==> src/rtl/spin_readout_pkg.sv <==
// -----------------------------------------------------------------------------
// spin_readout_pkg
// Shared Ising readout package: the measurement FSM state encoding, the
// default measurement constants and a small distance helper used by the
// ambiguity decision.
// -----------------------------------------------------------------------------
package spin_readout_pkg;

    // Measurement sequencer states
    typedef enum logic [1:0] {
        ST_IDLE   = 2'd0,
        ST_SETTLE = 2'd1,
        ST_SAMPLE = 2'd2,
        ST_DONE   = 2'd3
    } state_e;

    // Default measurement constants
    localparam int DEF_N      = 3;
    localparam int DEF_SETTLE = 4;
    localparam int DEF_WINDOW = 64;
    localparam int DEF_MARGIN = 8;

    // Absolute distance between two non-negative counts
    function automatic int abs_diff(input int a, input int b);
        if (a >= b) begin
            return a - b;
        end else begin
            return b - a;
        end
    endfunction

endpackage

==> src/rtl/spin_readout_sync_2ff.sv <==
// -----------------------------------------------------------------------------
// sync_2ff
// Single-bit two-flop synchronizer bringing a free-running oscillator output
// into the clk domain.
// Ports:
//   clk - sampling clock, rising edge
//   rst - asynchronous active-high reset, clears both flops
//   d   - asynchronous input bit
//   q   - synchronized output bit
// -----------------------------------------------------------------------------
module sync_2ff (
    input  logic clk,
    input  logic rst,
    input  logic d,
    output logic q
);

    logic meta_r;
    logic sync_r;

    // Two-stage capture of the asynchronous input
    always_ff @(posedge clk or posedge rst) begin
        if (rst) begin
            meta_r <= 1'b0;
            sync_r <= 1'b0;
        end else begin
            meta_r <= d;
            sync_r <= meta_r;
        end
    end

    assign q = sync_r;

endmodule

==> src/rtl/spin_readout.sv <==
// -----------------------------------------------------------------------------
// spin_readout
// Reads the phase state of N coupled oscillators. After a start request the
// block waits SETTLE cycles, then counts over WINDOW cycles how often each
// synchronized oscillator agrees with the reference osc_in[0]. A majority of
// agreements reads as spin 1 (in phase), otherwise spin 0 (anti-phase); counts
// close to WINDOW/2 are flagged as ambiguous.
// Ports:
//   clk       - single clock, rising edge
//   rst       - asynchronous active-high reset, aborts any measurement
//   osc_in    - N oscillator outputs, asynchronous to clk; bit 0 is reference
//   start     - measurement request, only looked at while idle
//   busy      - high from start accept through the done cycle
//   done      - one-cycle pulse when spins/ambiguous are refreshed
//   spins     - 1 = in phase with reference, 0 = anti-phase
//   ambiguous - 1 = agreement count within MARGIN of WINDOW/2
// -----------------------------------------------------------------------------
module spin_readout
    import spin_readout_pkg::*;
#(
    parameter int N      = DEF_N,
    parameter int SETTLE = DEF_SETTLE,
    parameter int WINDOW = DEF_WINDOW,
    parameter int MARGIN = DEF_MARGIN
) (
    input  logic         clk,
    input  logic         rst,
    input  logic [N-1:0] osc_in,
    input  logic         start,
    output logic         busy,
    output logic         done,
    output logic [N-1:0] spins,
    output logic [N-1:0] ambiguous
);

    // Match counters never exceed WINDOW
    localparam int CW   = $clog2(WINDOW + 1);
    // Phase timer covers the longer of the settle and sample phases
    localparam int TMAX = (SETTLE > WINDOW) ? SETTLE : WINDOW;
    localparam int TW   = $clog2(TMAX + 1);
    localparam int HALF = WINDOW / 2;
    // The reference always agrees with itself, so its result is fixed
    localparam logic [N-1:0] REF_MASK = N'(1);

    state_e         state_r;
    state_e         state_nxt_s;
    logic [TW-1:0]  tmr_r;
    logic [N-1:0]   s_s;
    logic [N-1:0]   spin_dec_s;
    logic [N-1:0]   amb_dec_s;
    logic           busy_nxt_s;
    logic           done_nxt_s;
    logic           sample_entry_s;
    logic           busy_r;
    logic           done_r;
    logic [N-1:0]   spins_r;
    logic [N-1:0]   amb_r;

    // State register
    always_ff @(posedge clk or posedge rst) begin
        if (rst) begin
            state_r <= ST_IDLE;
        end else begin
            state_r <= state_nxt_s;
        end
    end

    // Next-state logic; a zero settle time skips straight to sampling
    always_comb begin
        state_nxt_s = state_r;
        case (state_r)
            ST_IDLE: begin
                if (start) begin
                    state_nxt_s = (SETTLE == 0) ? ST_SAMPLE : ST_SETTLE;
                end else begin
                    state_nxt_s = ST_IDLE;
                end
            end
            ST_SETTLE: begin
                if (tmr_r == TW'(SETTLE - 1)) begin
                    state_nxt_s = ST_SAMPLE;
                end else begin
                    state_nxt_s = ST_SETTLE;
                end
            end
            ST_SAMPLE: begin
                if (tmr_r == TW'(WINDOW - 1)) begin
                    state_nxt_s = ST_DONE;
                end else begin
                    state_nxt_s = ST_SAMPLE;
                end
            end
            ST_DONE: begin
                state_nxt_s = ST_IDLE;
            end
            default: begin
                state_nxt_s = ST_IDLE;
            end
        endcase
    end

    // Output decode from the next state so busy/done can be registered
    always_comb begin
        busy_nxt_s     = 1'b0;
        done_nxt_s     = 1'b0;
        sample_entry_s = 1'b0;
        if (state_nxt_s != ST_IDLE) begin
            busy_nxt_s = 1'b1;
        end else begin
            busy_nxt_s = 1'b0;
        end
        if (state_nxt_s == ST_DONE) begin
            done_nxt_s = 1'b1;
        end else begin
            done_nxt_s = 1'b0;
        end
        if ((state_nxt_s == ST_SAMPLE) && (state_r != ST_SAMPLE)) begin
            sample_entry_s = 1'b1;
        end else begin
            sample_entry_s = 1'b0;
        end
    end

    // Phase timer: restarts at every state change, runs in SETTLE and SAMPLE
    always_ff @(posedge clk or posedge rst) begin
        if (rst) begin
            tmr_r <= '0;
        end else if (state_nxt_s != state_r) begin
            tmr_r <= '0;
        end else if ((state_r == ST_SETTLE) || (state_r == ST_SAMPLE)) begin
            tmr_r <= tmr_r + TW'(1);
        end else begin
            tmr_r <= '0;
        end
    end

    // Per-oscillator synchronizer, agreement counter and decision
    for (genvar gi = 0; gi < N; gi++) begin : g_osc
        logic [CW-1:0] match_r;
        logic [CW-1:0] match_inc_s;
        logic          hit_s;

        sync_2ff u_sync (
            .clk (clk),
            .rst (rst),
            .d   (osc_in[gi]),
            .q   (s_s[gi])
        );

        // Count including the current sample, so the last SAMPLE cycle is
        // already part of the decision registered on the DONE entry edge
        always_comb begin
            hit_s       = (s_s[gi] == s_s[0]);
            match_inc_s = match_r + {{(CW-1){1'b0}}, hit_s};
        end

        // Agreement counter: cleared on SAMPLE entry, counts during SAMPLE
        always_ff @(posedge clk or posedge rst) begin
            if (rst) begin
                match_r <= '0;
            end else if (sample_entry_s) begin
                match_r <= '0;
            end else if (state_r == ST_SAMPLE) begin
                match_r <= match_inc_s;
            end else begin
                match_r <= match_r;
            end
        end

        // Ties resolve to in-phase
        assign spin_dec_s[gi] = (int'(match_inc_s) >= HALF);
        assign amb_dec_s[gi]  = (abs_diff(int'(match_inc_s), HALF) < MARGIN);
    end

    // Registered outputs; results load together with the done pulse
    always_ff @(posedge clk or posedge rst) begin
        if (rst) begin
            busy_r  <= 1'b0;
            done_r  <= 1'b0;
            spins_r <= '0;
            amb_r   <= '0;
        end else begin
            busy_r <= busy_nxt_s;
            done_r <= done_nxt_s;
            if (done_nxt_s) begin
                spins_r <= spin_dec_s | REF_MASK;
                amb_r   <= amb_dec_s & ~REF_MASK;
            end else begin
                spins_r <= spins_r;
                amb_r   <= amb_r;
            end
        end
    end

    assign busy      = busy_r;
    assign done      = done_r;
    assign spins     = spins_r;
    assign ambiguous = amb_r;

endmodule

==> config.mk <==
export PLATFORM = sky130hd
export DESIGN_NAME = spin_readout
export DESIGN_NICKNAME = d
export VERILOG_FILES = /design/src/rtl/spin_readout_pkg.sv /design/src/rtl/spin_readout_sync_2ff.sv /design/src/rtl/spin_readout.sv
export SDC_FILE = /design/constraint.sdc
export NUM_CORES = 1
export LEC_CHECK = 0
export ABC_AREA = 1
export BUFFER_PORTS_ARGS = -buffer_cell sky130_fd_sc_hd__buf_2
export CAP_MARGIN = 0
export CORE_ASPECT_RATIO = 0.9
export CORE_MARGIN = 10
export CORE_UTILIZATION = 45
export CTS_CLUSTER_SIZE = 25
export DETAILED_ROUTE_END_ITERATION = 7
export PLACE_DENSITY = 0.63
export SYNTH_ARGS = -nofsm -noshare
export SYNTH_HDL_FRONTEND = slang
export SYNTH_SLANG_ARGS = --single-unit
==> constraint.sdc <==
create_clock -name clk -period 2.7 [get_ports clk]
set_clock_uncertainty 0.05 [all_clocks]
set_input_delay 0.405 -clock clk [delete_from_list [all_inputs] [get_ports clk]]
set_output_delay 0.405 -clock clk [all_outputs]
set_load 0.02 [all_outputs]
==> results of run 1 <==
per-layer routing:
metal  share of wire [%]  wire length [um]  GRT usage (%)  vias to the layer above
li1                    -                 -              -                      848
met1                  53              1880           13.1                      697
met2                  44              1550           15.0                       15
met3                 2.9               105           2.85                        4
met4                0.84                30           3.50                        0
met5                   0                 0              0                        -
logic make-up (layout without fill, tap and decap cells):
kind of cell / Yosys count / count (layout) / share of synthesized area [%]
AOI/OAI and AO/OA: 24 / 24 / 8.33
xor gates and xnor gates: 7 / 7 / 2.94
adders and majority gates: 14 / 14 / 8.39
buffers and inverters: 45 / 64 / 8.75
DFF: 36 / 36 / 43.1
other: 1 / 1 / 0.180
and+or+nand+nor: 134 / 134 / 28.3
synth_stat cells, drive strengths merged:
library cell,n
o21ai,18
nand2,70
xnor2,3
inv,42
o21bai,1
ha,14
nand4,4
nor2,25
nand3,28
buf,2
o21a,1
or2,5
dfrtp,36
conb,1
xor2,4
a21oi,4
nor3,1
nand3b,1
clkbuf,1
worst register-to-register path: cells and delay by family (launching register included):
family,cells,cell delay [ns]
AO/OA/AOI/OAI,3,0.40
XOR/XNOR,1,0.19
adder cells (fa/ha/maj),3,0.74
flip-flops,1,0.40
AND/OR/NAND/NOR,4,0.64
metrics by stage:
stage	total power [mW]	util (%)	worst slack, ns	hold WS, ns	instance area, sq um
floorplan	1.68	-	0.398	0.281	2090
global placement	1.89	49.7	0.271	0.286	2220
detailed placement	1.91	49.7	0.214	0.288	2220
CTS	2.43	52.6	0.196	0.167	2340
global route	2.64	52.6	0.0208	0.160	2350
finish	2.40	52.6	0.215	0.157	2350
registers in the layout (all words and copies together) (netlist names):
register	count
spins	3
ambiguous	2
busy	1
g_osc.match_r	14
state_r	2
done	1
g_osc.u_sync.meta_r	3
tmr_r	7
g_osc.u_sync.q	3
final cells by class:
| cell class | instances | area, sq um | area share (%) |
|---|---|---|---|
| tap | 62 | 77.6 | 3.30 |
| timing repair buffer | 14 | 75.1 | 3.20 |
| inverter | 42 | 160 | 6.82 |
| sequential | 36 | 901 | 38.4 |
| multi-input combinational | 180 | 1010 | 42.9 |
| clock inverter | 1 | 30.0 | 1.28 |
| clock buffer | 7 | 96.3 | 4.10 |
worst paths after layout:
path / from / endpoint / depth (start not counted) / slack, ns
hold / removal: rst / tmr_r[2] / 3 / 0.16
max in group asynchronous: rst / spins[1] / 3 / 2.12
hold reg to reg: g_osc[2].u_sync.meta_r / g_osc[2].u_sync.q / 0 / 0.30
setup reg to reg: g_osc[0].u_sync.q / ambiguous[2] / 11 / 0.21
setup / recovery: g_osc[0].u_sync.q / ambiguous[2] / 11 / 0.21
min in group clk: osc_in[0] / g_osc[0].u_sync.meta_r / 1 / 0.18
report_power, final:
group / total, mW / internal, mW / switching [mW]
clock network: 0.514 / 0.326 / 0.188
logic: 1.06 / 0.393 / 0.671
registers: 0.826 / 0.699 / 0.127
==> run summary, run 1 <==
Seq/Total Area, Yosys -> 43.1%
Post-cts resize count -> 0
Later-pin clock latency in the skew report -> 0.29 ns
Syn Nets -> 281
Power per cell area -> 1020 nW/um^2
CP required -> 2.87 ns
Status -> finished, final reports clean
Die area -> 7770 sq um
Die span in y -> 84.6 um
Critical path type -> flop to flop
Layout Cells excl Fill -> 342
Count of cell types in the netlist -> 28
Rel. slew slack -> 66.8%
Most frequent cells in the layout -> nand2_1, inv_1, dfrtp_1, nand3_1, nor2_1
Post-route ant nets -> 0
Fin nets -> 299
Fraction of layout cells with a size suffix above 1 -> 16.4%
Top cells by area, synth -> dfrtp_1, nand2_1, ha_1, inv_1, nand3_1
Worst Path Max Fanout -> 6
DRC -> 0
Worst Tran Pin Value -> 0.496 ns
Most used cell, CP -> ha_1
Endpoints failing hold -> 0
CP max-delay cell -> dfrtp_1
Initial antenna violation count -> 0
Mapped Area -> 2090 sq um
Hold-fix buffers, CTS -> 0
Chip width -> 91.8 um
Cells after Synth -> 261
Total grt overflow -> 0
Num CTS Buffers -> 5
Core area -> 4460 sq um
Syn avg cell area -> 8.00 sq um
Commonest non-fill, non-tap cell in the layout -> nand2_1
Max VDD drop -> 0.000434 V
Top achievable clock speed -> 0.402 GHz
Setup Fix Bufs, Post-CTS -> 0
Vias in the first global route -> 1491
Yosys top cell area share -> 43.1%
Post-DP HPWL -> 2690 um
Final TNS setup -> 0 ns
Final Critical Period -> 2.49 ns
Unrepaired setup endpoints after global routing -> false
Total number of vias -> 1564
Worst Path Buf+Inv -> 0
Synth warn -> 0
Fill count -> 434
Synthesized flop and latch total -> 36
Post-placement cell count -> 334
Worst Path Arrival -> 2.65 ns
Input/output buffers -> 12
Largest net degree at the start of global routing -> 37
Static leakage -> 1.23 nW
Post-Route WL -> 3570 um
CP Launch Type -> flop
Worst-case clock buffer depth -> 2
Area leader, netlist -> dfrtp_1
Starting density of the core -> 46.8%
Gpl congestion -> 0.806
First-pass DRT Iterations -> 4
Max Cap Viol -> 0
Slowest stage delay, CP -> 0.40 ns
Hold Path Class -> input port to asynchronous set/reset pin
Final setup fails -> 0
Crit-path cells -> xnor2_1, ha_1, ha_1, nand3_1, o21ai_0, nand2_1, ha_1, or2_2, nand2_1, a21oi_1, a21oi_1
Vias per Instance -> 4.57
N_diodes -> 0
GRT Util Overall -> 9.89%
Wirelength per Cell -> 10.4 um
H-tree lvl count -> 2
DR iter-0 viols -> 49
Syn-to-layout area delta -> 12.4%
CTS root buf -> clkbuf_8
CTS sink cnt -> 36
Fin. max-slew vios -> 0
Ports -> 14
Worst path top cell family by delay -> adder cells
CP endpoint kind -> flop
Clock slew seen by the registers of the worst setup and hold paths -> 0.08 ns
First-pass GRT wire length -> 6490 um
CTS tree -> built
FP Rows -> 23
Fin crit share -> 92.0%
No activity file was read; power rests on OpenSTA's default activity.
==> inputs of run 2 (changes only) <==
--- a/config.mk
+++ b/config.mk
@@ -16,4 +16,5 @@
 export PLACE_DENSITY = 0.63
 export SYNTH_ARGS = -nofsm -noshare
 export SYNTH_HDL_FRONTEND = slang
+export SYNTH_HIERARCHICAL = 1
 export SYNTH_SLANG_ARGS = --single-unit
==> constraint.sdc (replaced) <==
create_clock -name clk -period 2.35 [get_ports clk]
set_clock_uncertainty 0.05 [all_clocks]
set_input_delay 0.3525 -clock clk [delete_from_list [all_inputs] [get_ports clk]]
set_output_delay 0.3525 -clock clk [all_outputs]
set_load 0.02 [all_outputs]
==> run 2 against run 1 <==
Register-to-register slack lost 0.098 ns. Synthesized cell count shrank 1.5%. Setup slack lost 0.098 ns. Sequential share of layout area shrank 3.1 points. Maximum frequency grew 11%. Non-clock buffer count grew 12. Sequential cell count is the same. Sequential power grew 14%. Largest cell class unchanged.
==> run summary, run 2 <==
Syn avg cell area -> 8.19 sq um (+2.3%)
Total grt overflow -> 0 (unchanged)
Worst Path Max Fanout -> 4 (-2)
Critical path type -> flop to flop
Placed cell area -> 2260 sq um (+1.9%)
FP Rows -> 23 (unchanged)
Most frequent cells in the layout -> nand2_1, inv_1, dfrtp_1, nand3_1, nor2_1
Endpoints failing hold -> 0 (unchanged)
CTS sink cnt -> 36 (unchanged)
Commonest non-fill, non-tap cell in the layout -> nand2_1
Async S/R FF share, synth -> 100% (unchanged)
Clock slew seen by the registers of the worst setup and hold paths -> 0.07 ns (about the same)
DR iter-0 viols -> 116 (+140%)
Area leader, netlist -> dfrtp_1
Post-placement cell count -> 333 (-0.30%)
Num CTS Buffers -> 5 (unchanged)
H-tree lvl count -> 2 (unchanged)
Total number of vias -> 1693 (+8.2%)
Worst r2r dst -> ambiguous[2]
Crit-path cells -> xnor2_2, ha_2, ha_4, nand3_4, nor2_4, nor2_2, nor2_2, ha_1, or2_4, nand2_2, a21oi_2, a21boi_1
Max FFs per register -> 14 (unchanged)
Tot Pwr -> 2.93 mW (+22%)
CP endpoint kind -> flop
Worst-case clock buffer depth -> 2 (unchanged)
WP depth -> 12 (+1)
Most numerous cell in the Yosys netlist -> nand2_1
Yosys top cell area share -> 42.8% (-0.33 points)
Chip width -> 92.1 um (+0.30%)
N_diodes -> 0 (unchanged)
Worst Path Buf+Inv -> 0 (unchanged)
Slowest stage delay, CP -> 0.43 ns (+0.03 ns)
Fin nets -> 307 (+2.7%)
Syn Nets -> 277 (-1.4%)
Top cells by area, synth -> dfrtp_1, nand2_1, ha_1, nand3_1, inv_1
Max Cap Viol -> 0 (unchanged)
CP Launch Type -> flop
Synth warn -> 6 (+6)
Starting density of the core -> 46.9% (+0.062 points)
Input/output buffers -> 12 (unchanged)
Post-synth EDFFs -> 0 (unchanged)
First-pass DRT Iterations -> 4 (unchanged)
Top achievable clock speed -> 0.448 GHz (+11%)
Register with the most flip-flops -> g_osc.match_r
Syn-to-layout area delta -> 21.2%
Unrepaired setup endpoints after global routing -> true
Initial antenna violation count -> 0 (unchanged)
CTS tree -> built
Hold Path Class -> input port to flop
Gpl congestion -> 0.838 (+4.0%)
Core area -> 4490 sq um (+0.65%)
Seq/Total Area, Yosys -> 42.8% (-0.33 points)
Worst Path Arrival -> 2.40 ns (-0.25 ns)
Largest regs -> g_osc.match_r x14, tmr_r x7
Largest net degree at the start of global routing -> 31 (-16%)
CTS root buf -> clkbuf_8
Status -> finished, final reports clean
FF-to-FF Start -> g_osc[0].u_sync/q
DRC -> 0 (unchanged)
Max VDD drop -> 0.000723 V (+67%)
Wirelength per Cell -> 11.7 um (+13%)
Later-pin clock latency in the skew report -> 0.29 ns (about the same)
Most frequent cells after synthesis -> nand2_1, inv_1, dfrtp_1
Fin crit share -> 95.0% (+3.0 points)
Rel. slew slack -> 64.2% (-2.6 points)
Fin. max-slew vios -> 0 (unchanged)
Final core occ -> 56.8% (+4.2 points)
Synthesized flop and latch total -> 36 (unchanged)
Ports -> 14 (unchanged)
GRT Util Overall -> 10.6% (+0.75 points)
Die span in y -> 84.9 um (+0.30%)
Fill count -> 411 (-5.3%)
Setup ws final -> 0.117 ns (-0.0975 ns)
Post-Route WL -> 4110 um (+15%)
Place WS -> -0.0168 ns (-0.231 ns)
Vias per Instance -> 4.84 (+5.8%)
Worst R2R Setup Slack -> 0.12 ns (-0.10 ns)
Reg2Reg Depth -> 12 (+1)
Post-DP HPWL -> 2830 um (+5.2%)
Post-synth top flop -> dfrtp_1
First-pass GRT wire length -> 6980 um (+7.5%)
Worst path top cell family by delay -> simple AND/OR/NAND/NOR gates
CP endpoint -> ambiguous[2]
Count of cell types in the netlist -> 31 (+11%)
Post-route cell area -> 2550 sq um (+8.6%)
CP max-delay cell -> dfrtp_1
CP required -> 2.51 ns (-0.36 ns)
Worst Tran Pin Value -> 0.536 ns (+0.0395 ns)
Static leakage -> 1.29 nW (+5.3%)
Vias in the first global route -> 1592 (+6.8%)
Post-route ant nets -> 0 (unchanged)
Layout Cells excl Fill -> 350 (+2.3%)
Hold path depth -> 1
Die area -> 7820 sq um (+0.60%)
Cells after Synth -> 257 (-1.5%)
Final setup fails -> 0 (unchanged)
Final Critical Period -> 2.23 ns (-0.252 ns)
Crit path from -> g_osc[0].u_sync/q
Power per cell area -> 1150 nW/um^2 (+12%)
Mapped Area -> 2100 sq um (+0.78%)
Fraction of layout cells with a size suffix above 1 -> 26.0% (+9.6 points)
Most used cell, CP -> nor2_2
==> run 2: cell count changes after synthesis, sizes merged, moves of 2 or more <==
cell and change:
nor2 +2, o21ai -13, o22ai +8, nand2 -5, xor2 -3, nand3 +5, xnor2 +2
==> run 2: how the worst min path moves through the flow <==
stage / start / end / slack [ns]
floorplan: rst / g_osc[0].u_sync/meta_r / 0.04
global placement: rst / g_osc[1].u_sync/meta_r / 0.19
detailed placement: rst / g_osc[1].u_sync/meta_r / 0.19
CTS: osc_in[2] / g_osc[2].u_sync/meta_r / 0.11
global route: osc_in[2] / g_osc[2].u_sync/meta_r / 0.10
finish: osc_in[2] / g_osc[2].u_sync/meta_r / 0.12
==> run 2: what timing repair did <==
item                                   in CTS  in global routing
endpoints found under the hold margin       6                  0
pin swaps                                   1                 18
hold buffers                                1                  0
setup endpoints to repair                   1                  2
resized for setup                           2                 26
setup buffers                               0                  8
==> run 2: area by class of cell <==
class | count | area (sq um) | area share (%)
clock buffers | 8 | 90.1 | 3.53
inverters | 41 | 156 | 6.13
multi-input cells | 177 | 1150 | 45.2
flip-flops and latches | 36 | 901 | 35.3
well taps | 62 | 77.6 | 3.04
repair buffers | 26 | 171 | 6.72
==> run 2: stage by stage <==
step / hold slack [ns] / TNS (ns)
after global placement: 0.185 / 0
after CTS: 0.108 / 0
after floorplan: 0.0437 / 0
after global routing: 0.103 / -0.0916
after detailed placement: 0.187 / -0.0168
final: 0.121 / 0
==> run 2: per-layer routing <==
layer	up-vias	GRT usage (%)	part of all wire, %
met1	787	14.2	50
li1	874	-	-
met3	4	4.05	4.5
met4	0	3.92	0.88
met5	-	0	0
met2	28	15.2	45
==> run 2: power by group <==
group          internal, mW  switching, mW  total, mW
Combinational         0.656          0.882       1.54
Clock                 0.239          0.212      0.452
Sequential            0.788          0.156      0.944
==> run 2: cell families (layout without fill, tap and decap cells) <==
group | Yosys count | after routing | synth area share, %
adders and majority gates | 14 | 14 | 8.32
DFF | 36 | 36 | 42.8
AOI/OAI and AO/OA | 19 | 19 | 5.89
xor gates and xnor gates | 6 | 6 | 2.85
buffers and inverters | 44 | 75 | 8.32
other | 1 | 1 | 0.178
and+or+nand+nor | 137 | 137 | 31.6
